File: src/rtl/opb_dec_pkg.sv
// Shared types and parameter-slicing helpers for the OPB region decoder.
// Region tables are packed NUM_REGIONS*ADDR_W vectors; helpers pull out one field.
package opb_dec_pkg;

    typedef enum logic [1:0] {
        S_IDLE   = 2'd0,
        S_ACCESS = 2'd1,
        S_DONE   = 2'd2,
        S_ERR    = 2'd3
    } dec_state_e;

    localparam int MAX_REGIONS = 32;
    localparam int MAX_AW      = 32;

    localparam logic [31:0] ERR_DATA_DEF = 32'h0;

    typedef logic [MAX_REGIONS*MAX_AW-1:0] region_vec_t;

    function automatic logic [MAX_AW-1:0] region_field(
        input region_vec_t v,
        input int          i,
        input int          aw
    );
        region_vec_t       s;
        logic [MAX_AW-1:0] m;
        s = v >> (i * aw);
        m = (aw >= MAX_AW) ? '1 : MAX_AW'((64'd1 << aw) - 64'd1);
        return s[MAX_AW-1:0] & m;
    endfunction

    function automatic logic [MAX_AW-1:0] region_base(
        input region_vec_t bases,
        input int          i,
        input int          aw
    );
        return region_field(bases, i, aw);
    endfunction

    function automatic logic [MAX_AW-1:0] region_size(
        input region_vec_t sizes,
        input int          i,
        input int          aw
    );
        return region_field(sizes, i, aw);
    endfunction

endpackage

File: src/rtl/opb_region_match.sv
// Combinational window compare plus lowest-index priority encode.
// Compares run at ADDR_W+1 bits so a window ending at 2^ADDR_W cannot wrap.
module opb_region_match
    import opb_dec_pkg::*;
#(
    parameter int NUM_REGIONS = 16,
    parameter int ADDR_W      = 20,
    parameter logic [NUM_REGIONS*ADDR_W-1:0] REGION_BASE = '0,
    parameter logic [NUM_REGIONS*ADDR_W-1:0] REGION_SIZE = '0,
    parameter int IDX_W = (NUM_REGIONS > 1) ? $clog2(NUM_REGIONS) : 1
) (
    input  logic [ADDR_W-1:0] addr,
    output logic              hit,
    output logic [IDX_W-1:0]  idx
);

    localparam region_vec_t BASE_V = region_vec_t'(REGION_BASE);
    localparam region_vec_t SIZE_V = region_vec_t'(REGION_SIZE);

    logic [NUM_REGIONS-1:0] hit_v;
    logic [ADDR_W:0]        a_ext;

    assign a_ext = {1'b0, addr};

    for (genvar i = 0; i < NUM_REGIONS; i++) begin : g_win
        localparam logic [ADDR_W:0] B =
            (ADDR_W+1)'(region_base(BASE_V, i, ADDR_W));
        localparam logic [ADDR_W:0] S =
            (ADDR_W+1)'(region_size(SIZE_V, i, ADDR_W));
        localparam logic [ADDR_W:0] E = B + S;

        assign hit_v[i] = (S != '0) && (a_ext >= B) && (a_ext < E);
    end

    // Walk downwards so the lowest matching index is the one left standing.
    always_comb begin
        hit = 1'b0;
        idx = '0;
        for (int i = NUM_REGIONS - 1; i >= 0; i--) begin
            if (hit_v[i]) begin
                hit = 1'b1;
                idx = IDX_W'(i);
            end
        end
    end

endmodule

File: src/rtl/opb_region_decoder.sv
// Registered OPB address decoder and one-hot read-data collector.
// Optional ACCESS timeout is enabled with `define OPB_DEC_TIMEOUT_EN.
module opb_region_decoder
    import opb_dec_pkg::*;
#(
    parameter int NUM_REGIONS = 16,
    parameter int ADDR_W      = 20,
    parameter int DATA_W      = 32,
    parameter logic [NUM_REGIONS*ADDR_W-1:0] REGION_BASE = '0,
    parameter logic [NUM_REGIONS*ADDR_W-1:0] REGION_SIZE = '0,
    parameter int TIMEOUT     = 255,
    parameter logic [DATA_W-1:0] ERR_DATA = DATA_W'(ERR_DATA_DEF)
) (
    input  logic                          OPB_CLK,
    input  logic                          OPB_RST,
    input  logic                          DEC_RE,
    input  logic                          DEC_WE,
    input  logic [31:0]                   DEC_ADDR,
    input  logic [NUM_REGIONS-1:0]        SLV_RDY,
    input  logic [NUM_REGIONS*DATA_W-1:0] SLV_DI,
    output logic [NUM_REGIONS-1:0]        SEL_RE,
    output logic [NUM_REGIONS-1:0]        SEL_WE,
    output logic [DATA_W-1:0]             DEC_DO,
    output logic                          DEC_ACK,
    output logic                          DEC_ERR,
    output logic [ADDR_W-1:0]             LAST_ERR_ADDR
);

    localparam int IDX_W = (NUM_REGIONS > 1) ? $clog2(NUM_REGIONS) : 1;

    dec_state_e state_q;
    dec_state_e state_d;

    logic [IDX_W-1:0]       idx_q;
    logic                   wr_q;
    logic [ADDR_W-1:0]      a;
    logic                   m_hit;
    logic [IDX_W-1:0]       m_idx;
    logic                   req_any;
    logic                   req_ok;
    logic [NUM_REGIONS-1:0] sel_oh;
    logic                   rdy_sel;
    logic [DATA_W-1:0]      rd_mux;
    logic                   tmo_hit;
    logic                   unused_addr;

    assign a           = DEC_ADDR[ADDR_W-1:0];
    assign unused_addr = ^DEC_ADDR;
    assign req_any     = DEC_RE | DEC_WE;
    assign req_ok      = DEC_RE ^ DEC_WE;

    opb_region_match #(
        .NUM_REGIONS (NUM_REGIONS),
        .ADDR_W      (ADDR_W),
        .REGION_BASE (REGION_BASE),
        .REGION_SIZE (REGION_SIZE),
        .IDX_W       (IDX_W)
    ) u_match (
        .addr (a),
        .hit  (m_hit),
        .idx  (m_idx)
    );

    // One-hot select from the registered index; it also drives the data mux.
    always_comb begin
        sel_oh  = '0;
        rdy_sel = 1'b0;
        rd_mux  = '0;
        for (int i = 0; i < NUM_REGIONS; i++) begin
            sel_oh[i] = (idx_q == IDX_W'(i));
            rdy_sel   = rdy_sel | (sel_oh[i] & SLV_RDY[i]);
            rd_mux    = rd_mux
                      | (SLV_DI[i*DATA_W +: DATA_W] & {DATA_W{sel_oh[i]}});
        end
    end

`ifdef OPB_DEC_TIMEOUT_EN
    logic [15:0] tmo_cnt_q;

    always_ff @(posedge OPB_CLK) begin
        if (OPB_RST || state_q != S_ACCESS) begin
            tmo_cnt_q <= '0;
        end else begin
            tmo_cnt_q <= tmo_cnt_q + 16'd1;
        end
    end

    // Counter reads k during the (k+1)th ACCESS cycle.
    assign tmo_hit = (tmo_cnt_q == 16'(TIMEOUT - 1));
`else
    assign tmo_hit = 1'b0;
`endif

    always_comb begin
        state_d = state_q;
        unique case (state_q)
            S_IDLE: begin
                if (req_any) begin
                    state_d = (req_ok && m_hit) ? S_ACCESS : S_ERR;
                end
            end
            S_ACCESS: begin
                if (rdy_sel) begin
                    state_d = S_DONE;
                end else if (tmo_hit) begin
                    state_d = S_ERR;
                end
            end
            S_DONE:  state_d = S_IDLE;
            S_ERR:   state_d = S_IDLE;
            default: state_d = S_IDLE;
        endcase
    end

    always_ff @(posedge OPB_CLK) begin
        if (OPB_RST) begin
            state_q       <= S_IDLE;
            idx_q         <= '0;
            wr_q          <= 1'b0;
            DEC_DO        <= '0;
            LAST_ERR_ADDR <= '0;
        end else begin
            state_q <= state_d;
            if (state_q == S_IDLE) begin
                idx_q <= m_idx;
                wr_q  <= DEC_WE;
            end
            if (state_d == S_ERR) begin
                DEC_DO        <= ERR_DATA;
                LAST_ERR_ADDR <= a;
            end else if (state_q == S_ACCESS && state_d == S_DONE && !wr_q) begin
                DEC_DO <= rd_mux;
            end
        end
    end

    assign SEL_RE  = (state_q == S_ACCESS && !wr_q) ? sel_oh : '0;
    assign SEL_WE  = (state_q == S_ACCESS &&  wr_q) ? sel_oh : '0;
    assign DEC_ACK = (state_q == S_DONE);
    assign DEC_ERR = (state_q == S_ERR);

endmodule

File: config.mk
export PLATFORM = sky130hd
export DESIGN_NAME = opb_region_decoder
export DESIGN_NICKNAME = d
export VERILOG_FILES = /design/src/rtl/opb_dec_pkg.sv /design/src/rtl/opb_region_match.sv /design/src/rtl/opb_region_decoder.sv
export SDC_FILE = /design/constraint.sdc
export NUM_CORES = 1
export LEC_CHECK = 0
export ABC_AREA = 1
export BUFFER_PORTS_ARGS = -buffer_cell sky130_fd_sc_hd__buf_4
export CORE_AREA = 5 5 247 249
export CTS_CLUSTER_DIAMETER = 50
export DETAILED_ROUTE_END_ITERATION = 16
export DIE_AREA = 0 0 252 254
export SLEW_MARGIN = 20
export SYNTH_ARGS = -nofsm -noshare
export SYNTH_HDL_FRONTEND = slang
export SYNTH_SLANG_ARGS = --single-unit
File: constraint.sdc
create_clock -name OPB_CLK -period 1.1 [get_ports OPB_CLK]
set_input_delay 0.22 -clock OPB_CLK [delete_from_list [all_inputs] [get_ports OPB_CLK]]
set_output_delay 0.22 -clock OPB_CLK [all_outputs]
set_load 0.01 [all_outputs]
==> impl_metrics.yaml <==
floorplan:
  die_x_um: 252
  fp-row-count: 89
  ios: 650
  core_um2: 58500
  die_area_um2: 64000
  fp.dieH_um: 254
  start_util_pct: 4.30
logic_synthesis:
  synth_simple_gate_area_share_pct: 24.8
  synth_compound_area_share_pct: 11.1
  yosysWarnings: 0
  syn_avg_cell_area_um2: 7.20
  synthXorXnorAreaFrac_pct: 0
  syn-cell-area_um2: 2510
  synthAdderAreaFrac_pct: 0
  seq_area_frac_synth_pct: 43.8
  synth_top_family_by_area: "simple AND/OR/NAND/NOR gates"
  synthMuxAreaShare_pct: 0
  ys_types: 18
  syn_inst: 349
  synth-seq-cells: 55
sta:
  period_share_pct: 126
  fmax_mhz: 723
  fin_ws_ns: -0.284
  rsz0062_at_grt: "yes"
  final-setup-viol-count: 59
  hold_violations: 0
  period_minus_slack_ns: 1.38
  finalMaxSlewViolations: 0
  clock_skew_ns: 0.00517
  hold_ws_ns: 0.102
clock_network:
  cts.sinks: 55
  clock_path_buffers: 2
  cts_hold_buf: 0
  cts_tree: "built"
  cts_buffers: 5
  clockRootBuffer: "clkbuf_16"
  clkTransAtPathRegs_ns: 0.08
  htreeDepth: 2
  clock_latency_ns: 0.32
setup_path:
  ff2ff_path_depth: 8
  critical_path_class: "reg2out"
  path_delay_family: "flip-flops"
  worst_path_most_repeated_cell: "buf_6"
  rrSetupSlack_ns: -0.28
  r2r-end: "LAST_ERR_ADDR[10]"
  worstReg2RegStart: "state_q[1]"
  critPathArrivalTime_ns: 1.16
  slowest_delay_ns: 0.33
  setup.worst_path.start: "state_q[1]"
  critPathLaunchType: "flop"
  worstSetupEndpointType: "primary output"
  cp_slowest_cell: "dfxtp_2"
  cp_max_fo: 2
  crit_cells: 5
  critPathBufInv: 3
  path_cells: "buf_6 -> nor2_4 -> inv_2 -> nor2_2 -> buf_6"
  crit_path_end: "SEL_RE[0]"
  cp.required_ns: 0.88
global_route:
  grt_pass1_vias: 2286
  grt_first_pass_wirelength_mm: 14.1
  grt_usage_pct: 3.11
  gr-total-overflow: 0
  grt_max_degree: 33
  antenna_found_initial: 3
run_status:
  violations: "negative setup slack"
  outcome: "finished with violations"
detailed_routing:
  post_drt_wl_per_cell_um: 8.28
  routed_via_density: 1.95
  route.detailed.drc: 0
  ant_nets: 0
  drt-initial-drc-count: 84
  wl_mm: 10.4
  dr_total_vias: 2454
  firstDrtPassIters: 4
worst_hold_path:
  hold_class: "in2reg"
pwr:
  p_per_area_nw_per_um2: 1120
  p_leak_nw: 2.03
  peakVddDrop_v: 0.000541
  finalPower_mw: 5.50
cells_and_area:
  filler_cell_count: 6879
  area_growth_pct: 96.2
  drive_above_1_share_pct: 45.5
  nets: 1044
  stdcell_count: 1256
placed_design:
  place_ws_ns: -0.150
  portBuffers: 112
  place_hpwl_mm: 7.33
  gp_routability_congestion: 0.666
  dp_cells: 1230
flow_run:
  cap_viol_max_count: 0
[worst reg2reg max path, stage by stage (launching register included)]
cell and delay (ns):
dfxtp_2 0.33, buf_4 0.13, nor2_4 0.20, o21ai_4 0.11, buf_6 0.15, buf_12 0.12
buf_16 0.13, nand2_1 0.05, a21oi_1 0.06
[power breakdown]
group          internal, mW  leakage [nW]  switching, mW
Sequential             2.12         0.450         0.0764
Clock                 0.846        0.0669          0.843
Combinational         0.831          1.52          0.782
Total                  3.80          2.03           1.70
[area by class of cell]
cell class              count  area [µm²]  area share [%]
multi-input cells         234        1210            24.5
flip-flops and latches     55        1110            22.5
diodes                      2        5.00           0.102
clock buffers               6         129            2.61
clock inverters             2        12.5           0.254
repair buffers            144        1350            27.4
inverters                  40         153            3.10
well taps                 773         967            19.6
[routing by layer]
metal | share of wire (%) | GRT usage [%] | up-vias | wire [µm]
li1 | - | - | 1265 | -
met1 | 41 | 3.45 | 1075 | 4270
met2 | 42 | 4.44 | 104 | 4340
met3 | 16 | 2.62 | 8 | 1670
met4 | 1.2 | 0.931 | 2 | 125
met5 | 0.067 | 0 | - | 7
[repair_timing]
item / 4_1_cts / 5_1_grt
gates resized for setup: 44 / 57
gates cloned: 5 / 3
hold endpoints to repair: 0 / 0
buffers inserted: 10 / 5
pin swaps: 4 / 16
setup endpoints to repair: 59 / 59
[state kept, by name (all words and copies together) (netlist names)]
register,count
wr_q,1
LAST_ERR_ADDR,20
state_q,2
DEC_DO,32
[stage by stage]
step | utilization, % | cell area [µm²] | setup TNS (ns)
after global placement | 7.24 | 4230 | -7.27
final | 8.43 | 4930 | -12.63
after detailed placement | 7.24 | 4230 | -7.14
after floorplan | - | 2620 | 0
after CTS | 8.15 | 4760 | -12.84
after global routing | 8.42 | 4920 | -18.16
[cells by family after synthesis]
kind of cell / after synthesis
AND/OR/NAND/NOR: 159
buffers and inverters: 89
flip-flops: 55
AO/OA/AOI/OAI: 45
other: 1
[synthesized netlist by cell type (all sizes together)]
library cell,n,area (µm²)
dfxtp,55,1100
nand3,1,17.5
o211ai,20,150
a21oi,23,115
conb,1,3.75
clkbuf,6,22.5
nor2,69,269
inv,40,150
nand2,89,337
o21ai,2,13.8
buf,43,333
[how the worst min path moves through the flow]
stage / cells after the start / slack [ns] / startpoint / endpoint
floorplan: 1 / 0.29 / OPB_RST / LAST_ERR_ADDR[19]
CTS: 3 / 0.09 / SLV_DI[1] / DEC_DO[1]
global placement: 3 / 0.44 / SLV_DI[28] / DEC_DO[28]
global route: 3 / 0.08 / SLV_DI[5] / DEC_DO[5]
detailed placement: 3 / 0.45 / SLV_DI[1] / DEC_DO[1]
finish: 3 / 0.10 / SLV_DI[1] / DEC_DO[1]
[placed cells by master (no fill, tap or decap), drive strengths merged]
cell and instances:
buf 141, nand2 89, nor2 69, dfxtp 55
inv 40, conb 30, a21oi 23, o211ai 20
clkbuf 9, diode 2, o21ai 2, nand3 1
clkinvlp 1, clkinv 1
Power figures use the tool's default switching activity.
